===== src/rtl/trace_state_loader.sv =====
// Deserializes a ten-word x86 architectural-state frame into parallel register words.
// The shadow fills with the next frame while the committed bundle is held stable downstream.
module trace_state_loader #(
    parameter int NUM_REGS = 10,
    parameter int CNT_W    = 16
) (
    input  logic             clk,
    input  logic             rst,
    input  logic             i_word_valid,
    input  logic [31:0]      i_word,
    input  logic             i_last,
    output logic             o_word_ready,
    output logic [31:0]      o_eax,
    output logic [31:0]      o_ebx,
    output logic [31:0]      o_ecx,
    output logic [31:0]      o_edx,
    output logic [31:0]      o_esi,
    output logic [31:0]      o_edi,
    output logic [31:0]      o_esp,
    output logic [31:0]      o_ebp,
    output logic [31:0]      o_eip,
    output logic [31:0]      o_eflags,
    output logic             o_state_valid,
    input  logic             i_state_ready,
    output logic             o_frame_err,
    output logic [CNT_W-1:0] o_frame_count
);

    typedef enum logic {
        FILL  = 1'b0,
        DRAIN = 1'b1
    } state_t;

    localparam logic [3:0] LAST_IDX = 4'(NUM_REGS - 1);

    state_t      state;
    state_t      state_next;
    logic [3:0]  idx;
    logic [3:0]  idx_next;
    logic [31:0] shadow [0:NUM_REGS-2];

    logic word_fire;
    logic bundle_fire;
    logic shadow_we;
    logic commit;
    logic err_next;

    assign word_fire   = i_word_valid & o_word_ready;
    assign bundle_fire = o_state_valid & i_state_ready;

    // The final word is written straight to o_eflags, so it may only be taken
    // once the held bundle is either empty or leaving this cycle.
    always_comb begin
        o_word_ready = 1'b0;
        if (!rst) begin
            case (state)
                DRAIN:   o_word_ready = 1'b1;
                FILL:    o_word_ready = (idx != LAST_IDX) | !o_state_valid | i_state_ready;
                default: o_word_ready = 1'b0;
            endcase
        end
    end

    always_comb begin
        state_next = state;
        idx_next   = idx;
        shadow_we  = 1'b0;
        commit     = 1'b0;
        err_next   = 1'b0;
        if (word_fire) begin
            case (state)
                FILL: begin
                    if (idx == LAST_IDX) begin
                        idx_next = '0;
                        if (i_last) begin
                            commit = 1'b1;
                        end else begin
                            err_next   = 1'b1;
                            state_next = DRAIN;
                        end
                    end else if (i_last) begin
                        err_next = 1'b1;
                        idx_next = '0;
                    end else begin
                        shadow_we = 1'b1;
                        idx_next  = idx + 4'd1;
                    end
                end
                DRAIN: begin
                    if (i_last) begin
                        state_next = FILL;
                        idx_next   = '0;
                    end
                end
                default: begin
                    state_next = FILL;
                    idx_next   = '0;
                end
            endcase
        end
    end

    always_ff @(posedge clk) begin
        if (rst) begin
            state <= FILL;
            idx   <= '0;
        end else begin
            state <= state_next;
            idx   <= idx_next;
        end
    end

    // Stale shadow contents are harmless: idx restarts at 0 after reset or error.
    always_ff @(posedge clk) begin
        if (shadow_we) begin
            shadow[idx] <= i_word;
        end
    end

    always_ff @(posedge clk) begin
        if (rst) begin
            o_eax         <= '0;
            o_ebx         <= '0;
            o_ecx         <= '0;
            o_edx         <= '0;
            o_esi         <= '0;
            o_edi         <= '0;
            o_esp         <= '0;
            o_ebp         <= '0;
            o_eip         <= '0;
            o_eflags      <= '0;
            o_state_valid <= 1'b0;
            o_frame_err   <= 1'b0;
            o_frame_count <= '0;
        end else begin
            o_frame_err <= err_next;
            if (bundle_fire) begin
                o_frame_count <= o_frame_count + CNT_W'(1);
            end
            if (commit) begin
                o_eax         <= shadow[0];
                o_ebx         <= shadow[1];
                o_ecx         <= shadow[2];
                o_edx         <= shadow[3];
                o_esi         <= shadow[4];
                o_edi         <= shadow[5];
                o_esp         <= shadow[6];
                o_ebp         <= shadow[7];
                o_eip         <= shadow[8];
                o_eflags      <= i_word;
                o_state_valid <= 1'b1;
            end else if (bundle_fire) begin
                o_state_valid <= 1'b0;
            end
        end
    end

endmodule

===== config.mk =====
export PLATFORM = sky130hd
export DESIGN_NAME = trace_state_loader
export DESIGN_NICKNAME = d
export VERILOG_FILES = /design/src/rtl/trace_state_loader.sv
export SDC_FILE = /design/constraint.sdc
export NUM_CORES = 1
export LEC_CHECK = 0
export BUFFER_PORTS_ARGS = -buffer_cell sky130_fd_sc_hd__buf_2
export CAP_MARGIN = 30
export CORE_MARGIN = 3
export CORE_UTILIZATION = 55
export DETAILED_ROUTE_END_ITERATION = 12
export PLACE_DENSITY = 0.79
export SYNTH_ARGS = -nofsm -noshare
export SYNTH_HDL_FRONTEND = slang
export SYNTH_SLANG_ARGS = --single-unit
export TNS_END_PERCENT = 5

===== constraint.sdc =====
create_clock -name clk -period 4.6 [get_ports clk]
set_clock_uncertainty 0.05 [all_clocks]
set_input_delay 0.92 -clock clk [delete_from_list [all_inputs] [get_ports clk]]
set_output_delay 0.92 -clock clk [all_outputs]
set_load 0.005 [all_outputs]

==> results.md, run 1 <==
Run status:
- The flow ran to the end, and the final reports show no timing, DRC or antenna violations.

Die:
- The die area is 40200 µm².
- Pin placement for this block handled 376 I/O pins.
- The overall die height is 201 µm.
- The floorplan has 70 rows.
- Once the floorplan was initialized, standard cells occupied 56.4% of the core.
- The core box area is 37000 µm².
- From left edge to right edge, the die measures 201 µm.

Power:
- Cell internal power was estimated by the tool at 8.66 mW.
- The power per cell area is 431 nW/µm².
- Across the VDD grid, the largest voltage drop is 0.000302 V.
- The proportion of total power due to net switching is 19.8%.
- The total power consumption of the routed design is 10.8 mW.
- Combinational cells account for 1.5% of the total power.
- Registers are responsible for 54.4% of the overall power.
- The clock network fraction of design power is 44.1%.
- The leakage power of the design is 9.35 nW.
- For this design the total switching power over the nets is 2.13 mW.

Worst setup path:
- In this run the register-to-register setup slack is 1750 ps.
- The class of the most critical setup path is in2reg.
- The endpoint class of the critical path is a flop.
- The slowest stage of the critical path belongs to the cell nor3_2.
- The reg-to-reg endpoint is shadow[1][18]$_DFFE_PP_.
- The required time reported for the critical path endpoint is 4840 ps.
- Measured in cells, the most critical reg-to-reg path has a length of 5.
- For the worst setup path, the data arrival time is 3230 ps.
- The worst stage delay on the critical path is 700 ps.
- In this run the worst path has a maximum fanout of 96.
- STA classifies the critical path startpoint as an input pin.
- In this run the critical register-to-register path is launched from state$_SDFFE_PP0P_.
- The dominant delay contributor by cell family on the critical path is simple AND/OR/NAND/NOR gates.
- The critical path goes through buf_8 -> nor3b_2 -> nor2b_1 -> nand2_1 -> nor3_2 -> buf_4.
- The critical path contains buffers and inverters numbering 2 combined.

Synth:
- The number of synthesized flops with an enable pin is 288.
- After synthesis, the netlist uses 37 different library cells.
- The Yosys step of the flow raised 0 warnings.
- The main combinational cell family by area after synthesis is simple AND/OR/NAND/NOR gates.
- The dominant synthesized flop cell is dfxtp_1.
- The post-synth net total is 1874.
- The cell area that synthesis handed to floorplanning was 20800 µm².
- Yosys instantiated no cell more often than nand2_1.
- The compound-cell area share of the yosys netlist is 8.61%.
- The cell count after synthesis came out at 1829.
- The multiplexer share of the synthesized area is 0%.
- Sequential cells were found to cover 74.5% of the synthesized design area.
- The cell type contributing the most total cell area after synthesis is edfxtp_1.
- The fraction of registers with async set/reset is 0%.
- Sorting the synthesized cells by how often they occur yields nand2_1, dfxtp_1, a21oi_1.
- After Yosys synthesis, XOR and XNOR cells account for 0.378% of the synthesized area.
- The number of storage elements in the synthesis netlist is 631.
- Summed over its instances, the top area cell type makes up 41.5% of the synthesized netlist area.
- The fraction of the mapped netlist area in adder cells is 0.481%.
- The simple logic cell fraction of the synthesized area is 13.4%.
- The mean cell area of the mapped netlist is 11.4 µm².
- In the post-synthesis netlist, the biggest area contributors are edfxtp_1, dfxtp_1, nand2_1, a21oi_1, buf_2.

Routing:
- The final route contains 14669 vias.
- The number of detailed-routing iterations run before antenna repair is 5.
- The final routed wirelength across all metal layers is 52900 µm.
- After the first detailed-routing iteration, the DRC count stood at 1128.
- The wire length per cell is 19.4 µm.
- Once detail routing completed, the nets flagged for antenna violations numbered 0.
- After detailed routing, the number of remaining DRC violations is 0.
- Using the TritonRoute via totals, the vias-per-cell ratio works out to 5.38.

Min path:
- The worst hold path terminates at o_edx[4]$_SDFFE_PP0P_.
- Counting instances, the worst hold path has a depth of 2.
- In this run the most critical hold path is launched from o_edx[4]$_SDFFE_PP0P_.
- The worst min-delay path class is reg2reg.

CTS:
- For the worst-skew pair, the clock arrives at the later sink with an insertion delay of 590 ps.
- The number of clock buffers inserted by TritonCTS is 58.
- The total of hold buffers inserted after clock tree synthesis is 0.
- The post-CTS setup-driven buffer insertion count is 0.
- The number of levels the H-tree was split into is 2.
- After clock tree synthesis, the repair step resized 0 gates.
- The clock passes through at most 3 buffers.
- Clock-pin slew was measured on the worst setup and hold paths at 60 ps.
- CTS saw 631 sinks.
- TritonCTS built the clock tree.
- The root buffer cell is clkbuf_16.

Place:
- The count of port buffers added during placement is 375.
- The half-perimeter wire length after detailed placement is 33000 µm.
- The final weighted congestion in routability-driven placement is 0.798.

STA:
- The final cycle utilization of the critical path is 65.1%.
- The count of final hold-check violations is 0.
- Timing would allow up to 0.334 GHz.
- Measured against its own limit, the worst slew margin works out to 33.2%.
- Setup total negative slack on the finished layout was measured at 0 ps.
- At the pin with the least slew margin, the transition time is 1000 ps.
- Setup violations remaining at the end of the flow were counted as 0.
- The count of final max-slew check failures came to 0.
- Setup repair after global routing left no endpoint under its margin.
- Counting I/O delays and the setup requirement, the final critical path takes 2990 ps.

Global route:
- The number of global-route vias before repair was 13766.
- Entering global routing, the biggest net connects 175 pins.
- The global-route total usage across every layer is 25.5%.
- The global-route wire length before repair is 79900 µm.
- The residual overflow from global routing is 0.
- The number of antenna violations at the first check in global routing is 6.

Cells and area:
- The filler cell count in the final layout is 2733.
- Relative to the synthesized area, the layout overhead comes to 20.2%.
- The register area is 15500 µm².
- For this run, the post-layout net count is 2217.
- The total area of multi-input combinational cells is 4840 µm².
- The ratio of cells with drive above 1 in the final layout is 22.2%.

Flow run:
- The max capacitance violation total is 0.
[metrics by stage]
stage	setup WS [ps]	instances	hold WS [ps]	utilization [%]	instance area (µm²)
2_1_floorplan	308	1829	403	-	20800
3_3_place_gp	1120	2615	389	62.5	23100
3_5_place_dp	980	2616	394	62.6	23100
4_1_cts	1640	2725	402	67.7	25000
5_1_grt	1450	2725	424	67.7	25000
6_report	1610	2727	399	67.8	25000
[metal layers]
metal / part of all wire (%) / global-route usage (%) / up-vias
met1: 41 / 34.6 / 7073
met2: 46 / 39.9 / 637
met3: 9.6 / 6.50 / 95
met4: 3.3 / 9.96 / 2
met5: 0.025 / 0 / -
li1: - / - / 6862
[sequential cells by signal, summed over array words and instances (netlist names)]
register,count
shadow,288
o_eax,32
o_ebp,32
o_ebx,32
o_ecx,32
o_edi,32
o_edx,32
o_eflags,32
o_eip,32
o_esi,32
o_esp,32
o_frame_count,16
idx,4
o_frame_err,1
o_state_valid,1
state,1
[placed cells by master, fill, tap and decap left out, drive strengths merged]
cell type	Yosys	layout
and4	2	2
o221ai	1	1
nand3b	1	1
nand4b	1	1
a211oi	1	1
clkbuf	46	94
dfxtp	343	343
nor3	8	8
or2	1	1
ha	8	8
or4b	2	2
nand2	649	649
nor3b	2	2
diode	0	2
a311oi	1	1
inv	10	11
o311ai	2	2
and3	1	1
or3	3	3
nand2b	3	3
o21ai	1	1
clkinv	0	9
bufinv	0	4
nand3	9	9
a21oi	333	333
clkinvlp	0	1
nand4	3	3
xor2	5	5
a31oi	1	1
xnor2	4	4
a22oi	1	1
edfxtp	288	288
nor2b	2	2
o31ai	5	5
buf	66	395
nor2	20	20
o311a	1	1
or4	5	5
[worst min-delay path, delay by kind of cell, from the launching register on]
family,cells,cell delay (ps)
AOI/OAI and AO/OA,1,50
DFF,1,310
and+or+nand+nor,1,50
[power by group through the flow]
stage | sequential [mW] | combinational, mW | clock, mW
5_1_grt | 5.87 | 0.176 | 5.05
3_3_place_gp | 5.99 | 0.163 | 0
2_1_floorplan | 6.00 | 0.0527 | 0
4_1_cts | 5.87 | 0.165 | 4.82
3_5_place_dp | 5.99 | 0.166 | 0
6_report | 5.87 | 0.165 | 4.76
[cell type report]
type,count,area share (%)
Multi-Input combinational cell,1076,19.3
Inverter,10,0.150
Clock inverter,15,0.729
Clock buffer,94,6.86
Timing Repair Buffer,395,8.43
Antenna cell,2,0.0200
Tap cell,504,2.52
Sequential cell,631,62.0
[logic make-up after synthesis]
group | after synthesis
AO/OA/AOI/OAI | 347
XOR/XNOR | 9
adder cells (fa/ha/maj) | 8
buffers and inverters | 122
flip-flops | 631
AND/OR/NAND/NOR | 712
[worst max path at each step]
stage | depth (start not counted) | slack [ps] | endpoint | start
after global routing | 6 | 1450 | shadow[1][1]$_DFFE_PP_ | rst
final | 6 | 1610 | shadow[1][18]$_DFFE_PP_ | rst
after global placement | 6 | 1120 | shadow[1][10]$_DFFE_PP_ | rst
after floorplan | 4 | 310 | shadow[1][0]$_DFFE_PP_ | rst
after detailed placement | 6 | 980 | shadow[1][5]$_DFFE_PP_ | rst
after CTS | 6 | 1640 | shadow[1][30]$_DFFE_PP_ | rst
Note: power is estimated with default switching activity, not from simulation.
==> run 2: changes to the inputs <==
--- a/config.mk
+++ b/config.mk
@@ -5,12 +5,13 @@
 export SDC_FILE = /design/constraint.sdc
 export NUM_CORES = 1
 export LEC_CHECK = 0
+export ABC_AREA = 1
 export BUFFER_PORTS_ARGS = -buffer_cell sky130_fd_sc_hd__buf_2
 export CAP_MARGIN = 30
 export CORE_MARGIN = 3
-export CORE_UTILIZATION = 55
+export CORE_UTILIZATION = 51
 export DETAILED_ROUTE_END_ITERATION = 12
-export PLACE_DENSITY = 0.79
+export PLACE_DENSITY = 0.76
 export SYNTH_ARGS = -nofsm -noshare
 export SYNTH_HDL_FRONTEND = slang
 export SYNTH_SLANG_ARGS = --single-unit
==> constraint.sdc (replaced) <==
create_clock -name clk -period 2.4 [get_ports clk]
set_clock_uncertainty 0.05 [all_clocks]
set_input_delay 0.48 -clock clk [delete_from_list [all_inputs] [get_ports clk]]
set_output_delay 0.48 -clock clk [all_outputs]
set_load 0.005 [all_outputs]
==> results.md, run 2 <==
Run status:
- The run finished with clean final reports.

Die:
- The die outline width is 219 µm.
- The total area inside the core boundary comes to 44600 µm².
- The number of placement rows is 77.
- For this design the top-level I/O count stands at 376.
- In this run the vertical extent of the chip is 219 µm.
- The die area is 48100 µm².
- The initial core utilization is 52.0%.

STA:
- The sum of negative setup slack is 0 ps.
- The count of final max-slew check failures is 0.
- The post-route worst hold slack is 197 ps.
- Setup repair after global routing could not meet its margin everywhere.
- The count of final hold-check violations is 0.
- The time the worst path needs with I/O delays and setup is 2240 ps.
- Based on the critical path, the design can be clocked at up to 0.445 GHz.
- Setup violations remaining at the end of the flow were counted as 0.
- Dividing the final minimum period by the clock period gives 93.5%.
- At the pin with the least slew margin, the transition time is 508 ps.
- The worst max-slew margin expressed relative to the limit is 65.8%.

Synth:
- The dominant synthesized flop cell is dfxtp_1.
- By area, the combinational part of the netlist is dominated by simple AND/OR/NAND/NOR gates.
- The total standard cell area after synthesis is 23200 µm².
- Yosys mapped the design onto 28 distinct sky130hd cell types.
- Counting instances in the post-synthesis netlist gives the leading cell types as nand2_1, nor2_1, inv_1.
- The fraction of the mapped netlist area in adder cells is 0.431%.
- Of the total synthesized cell area, the portion taken by AND, OR, NAND and NOR gates is 23.1%.
- The synthesized netlist devotes 0.0755% of its cell area to XOR and XNOR gates.
- In the post-synthesis netlist, the cell with the most instances is nand2_1.
- By area the synthesized netlist is led by edfxtp_1, dfxtp_1, nand2_1, nor2_1, inv_1.
- The share of Yosys cell area claimed by the top area cell type is 37.3%.
- The fraction of registers with async set/reset is 0%.
- The number of storage elements in the synthesis netlist is 631.
- The post-synth net total is 2563.
- The cell type contributing the most total cell area after synthesis is edfxtp_1.
- In the synthesized netlist, mux cells make up 0% of the area.
- The number of synthesis warnings is 0.
- The compound-cell area share of the yosys netlist is 0.491%.
- Of the synthesized area, sequential elements account for 66.9%.
- The number of synthesized flops with an enable pin is 288.
- Averaged over all synthesized cells, the footprint is 9.21 µm².
- The number of standard cells after synthesis is 2518.

Worst setup path:
- For flop-to-flop paths, the worst setup slack is 160 ps.
- The depth of the most critical reg-to-reg path is 13.
- The endpoint class of the critical path is a primary output.
- In this run the critical register-to-register path is launched from idx[1]$_SDFFE_PP0P_.
- The reg-to-reg endpoint is o_esi[27]$_SDFFE_PP0P_.
- The required time reported for the critical path endpoint is 1870 ps.
- The class of the most critical setup path is reg2out.
- Of all nets on the critical path, the largest fanout is 8.
- STA classifies the critical path startpoint as a flop.
- The data arrival time at the worst-slack endpoint is 1710 ps.

Global route:
- The residual overflow from global routing is 0.
- The number of global-route vias before repair was 15898.
- The global-route total usage across every layer is 23.6%.
- The number of antenna violations at the first check in global routing is 4.
- The first global-routing pass estimated 87200 µm of wire.
- The pin count of the biggest net entering global routing is 97.

Cells and area:
- The total area of multi-input combinational cells is 5710 µm².
- Ranked by flip-flop count, first place goes to shadow.
- The most frequent standard cell in the layout excluding fill and tap cells is nand2_1.
- The top cell types in the final layout, fill and taps aside, are nand2_1, nor2_1, buf_2.
- The filler cell count in the final layout is 3540.
- The final core utilization is 62.4%.
- Cells with a size suffix above 1 make up 18.4% of the layout.
- The number of nets in the finished design is 2929.
- The flip-flop count of the largest register, all copies and words added is 288.
- The register area is 15500 µm².
- The area growth from synthesis to layout is 20.1%.

CTS:
- The total of hold buffers inserted after clock tree synthesis is 0.
- The number of sinks handled by clock tree synthesis is 631.
- The cell sitting at the root of the clock tree is a clkbuf_16.
- The clock input transition at the sequential cells of the worst setup and hold paths is 70 ps.
- The number of gates resized after CTS was 0.
- The post-CTS setup-driven buffer insertion count is 0.
- Counting the buffers created by CTS gives 60.
- Clock latency on the worst-skew pair, taken at its later pin, is 600 ps.
- The H-tree was split into 2 levels.
- The buffer levels on the longest clock path is 3.
- The clock tree from TritonCTS is done.

Routing:
- After detailed routing, the number of remaining DRC violations is 0.
- In the final routed layout, each cell accounts on average for 16.5 µm.
- The number of vias in the routed layout is 16717.
- The count of nets left with antenna violations once routing finished came out at 0.
- The detailed router finished its first iteration with 1127 violations.
- The via density per instance is 4.74.
- For this run, the detailed router's first-pass iteration total came to 8.
- The final routed wirelength across all metal layers is 58300 µm.

Power:
- The internal portion of the total power is 17.3 mW.
- In this run the power spent charging and discharging nets is 4.35 mW.
- The leakage power of the design is 13.9 nW.
- IR analysis of the VDD net gives a maximum drop of 0.000571 V.
- The clock network fraction of design power is 46.1%.
- The power per cell area is 779 nW/µm².
- The part of the power in registers is 52.0%.
- Of the total power, the share spent switching nets is 20.0%.
- The combinational power share is 1.9%.

Min path:
- The hold path depth is 4.
- The worst hold path belongs to the class in2reg.
- The startpoint of the worst hold path is i_state_ready.
- The path with the worst hold slack has its endpoint at o_state_valid$_SDFFE_PP0P_.

Flow run:
- Max-cap violations in this run came to 0.

Place:
- Port buffering added 375 buffers.
- The final weighted congestion in routability-driven placement is 0.852.
- The half-perimeter wire length after detailed placement is 37400 µm.
==> run 2: cell count changes after synthesis, sizes merged, moves of 5 or more <==
cell    delta
nor2     +660
inv      +339
a21oi    -323
nand2     +34
buf       +18
clkbuf    -18
nand3      +5
o21ai      +5
o31ai      -5
or4        -5
==> run 2: power groups by stage <==
stage          registers (mW)  clock network, mW  logic [mW]
3_5_place_dp             11.5                  0       0.409
5_1_grt                  11.3               10.6       0.436
3_3_place_gp             11.5                  0       0.400
2_1_floorplan            11.5                  0       0.151
6_report                 11.3               10.0       0.406
4_1_cts                  11.3               10.2       0.411
==> run 2: critical path, stage by stage (launching register included) <==
cell and delay [ps]:
dfxtp_2 370, inv_2 60, ha_4 170, nand3_4 110
nor2_4 70, nor2_8 160, buf_2 170
==> run 2: cells by family after synthesis <==
kind of cell / count (synthesis)
AND/OR/NAND/NOR: 1395
flip-flops: 631
buffers and inverters: 461
AO/OA/AOI/OAI: 21
adder cells (fa/ha/maj): 8
XOR/XNOR: 2
==> run 2: worst max path at each step <==
stage	slack, ps	startpoint	endpoint	depth (start not counted)
floorplan	-190	idx[1]$_SDFFE_PP0P_	shadow[0][0]$_DFFE_PP_	8
global placement	200	idx[1]$_SDFFE_PP0P_	o_ecx[5]$_SDFFE_PP0P_	13
detailed placement	70	idx[0]$_SDFFE_PP0P_	o_ebx[7]$_SDFFE_PP0P_	12
CTS	30	idx[0]$_SDFFE_PP0P_	o_ecx[10]$_SDFFE_PP0P_	12
global route	-1	idx[1]$_SDFFE_PP0P_	o_eax[30]$_SDFFE_PP0P_	13
finish	160	idx[1]$_SDFFE_PP0P_	o_word_ready	6
==> run 2: routing by layer <==
| metal | share of wire, % | global-route usage, % | vias up |
|---|---|---|---|
| met2 | 47 | 38.7 | 550 |
| met4 | 3.1 | 8.21 | 0 |
| met5 | 0 | 0 | - |
| met3 | 7.5 | 5.54 | 123 |
| li1 | - | - | 8276 |
| met1 | 42 | 30.8 | 7768 |
==> run 2: area by class of cell <==
cell class	instances	area share, %
Clock inverter	36	1.59
Sequential cell	631	55.7
Inverter	349	4.73
Timing Repair Buffer	416	8.81
Antenna cell	1	0.00898
Tap cell	592	2.66
Multi-Input combinational cell	1426	20.5
Clock buffer	76	6.01
==> run 2: stage by stage <==
step / power (mW) / area, µm² / setup slack, ps / cells
floorplan: 11.7 / 23300 / -187 / 2518
global placement: 11.9 / 25700 / 202 / 3414
detailed placement: 11.9 / 25700 / 73.6 / 3414
CTS: 21.8 / 27800 / 32.0 / 3526
global route: 22.3 / 27900 / -1.43 / 3526
finish: 21.7 / 27900 / 155 / 3527
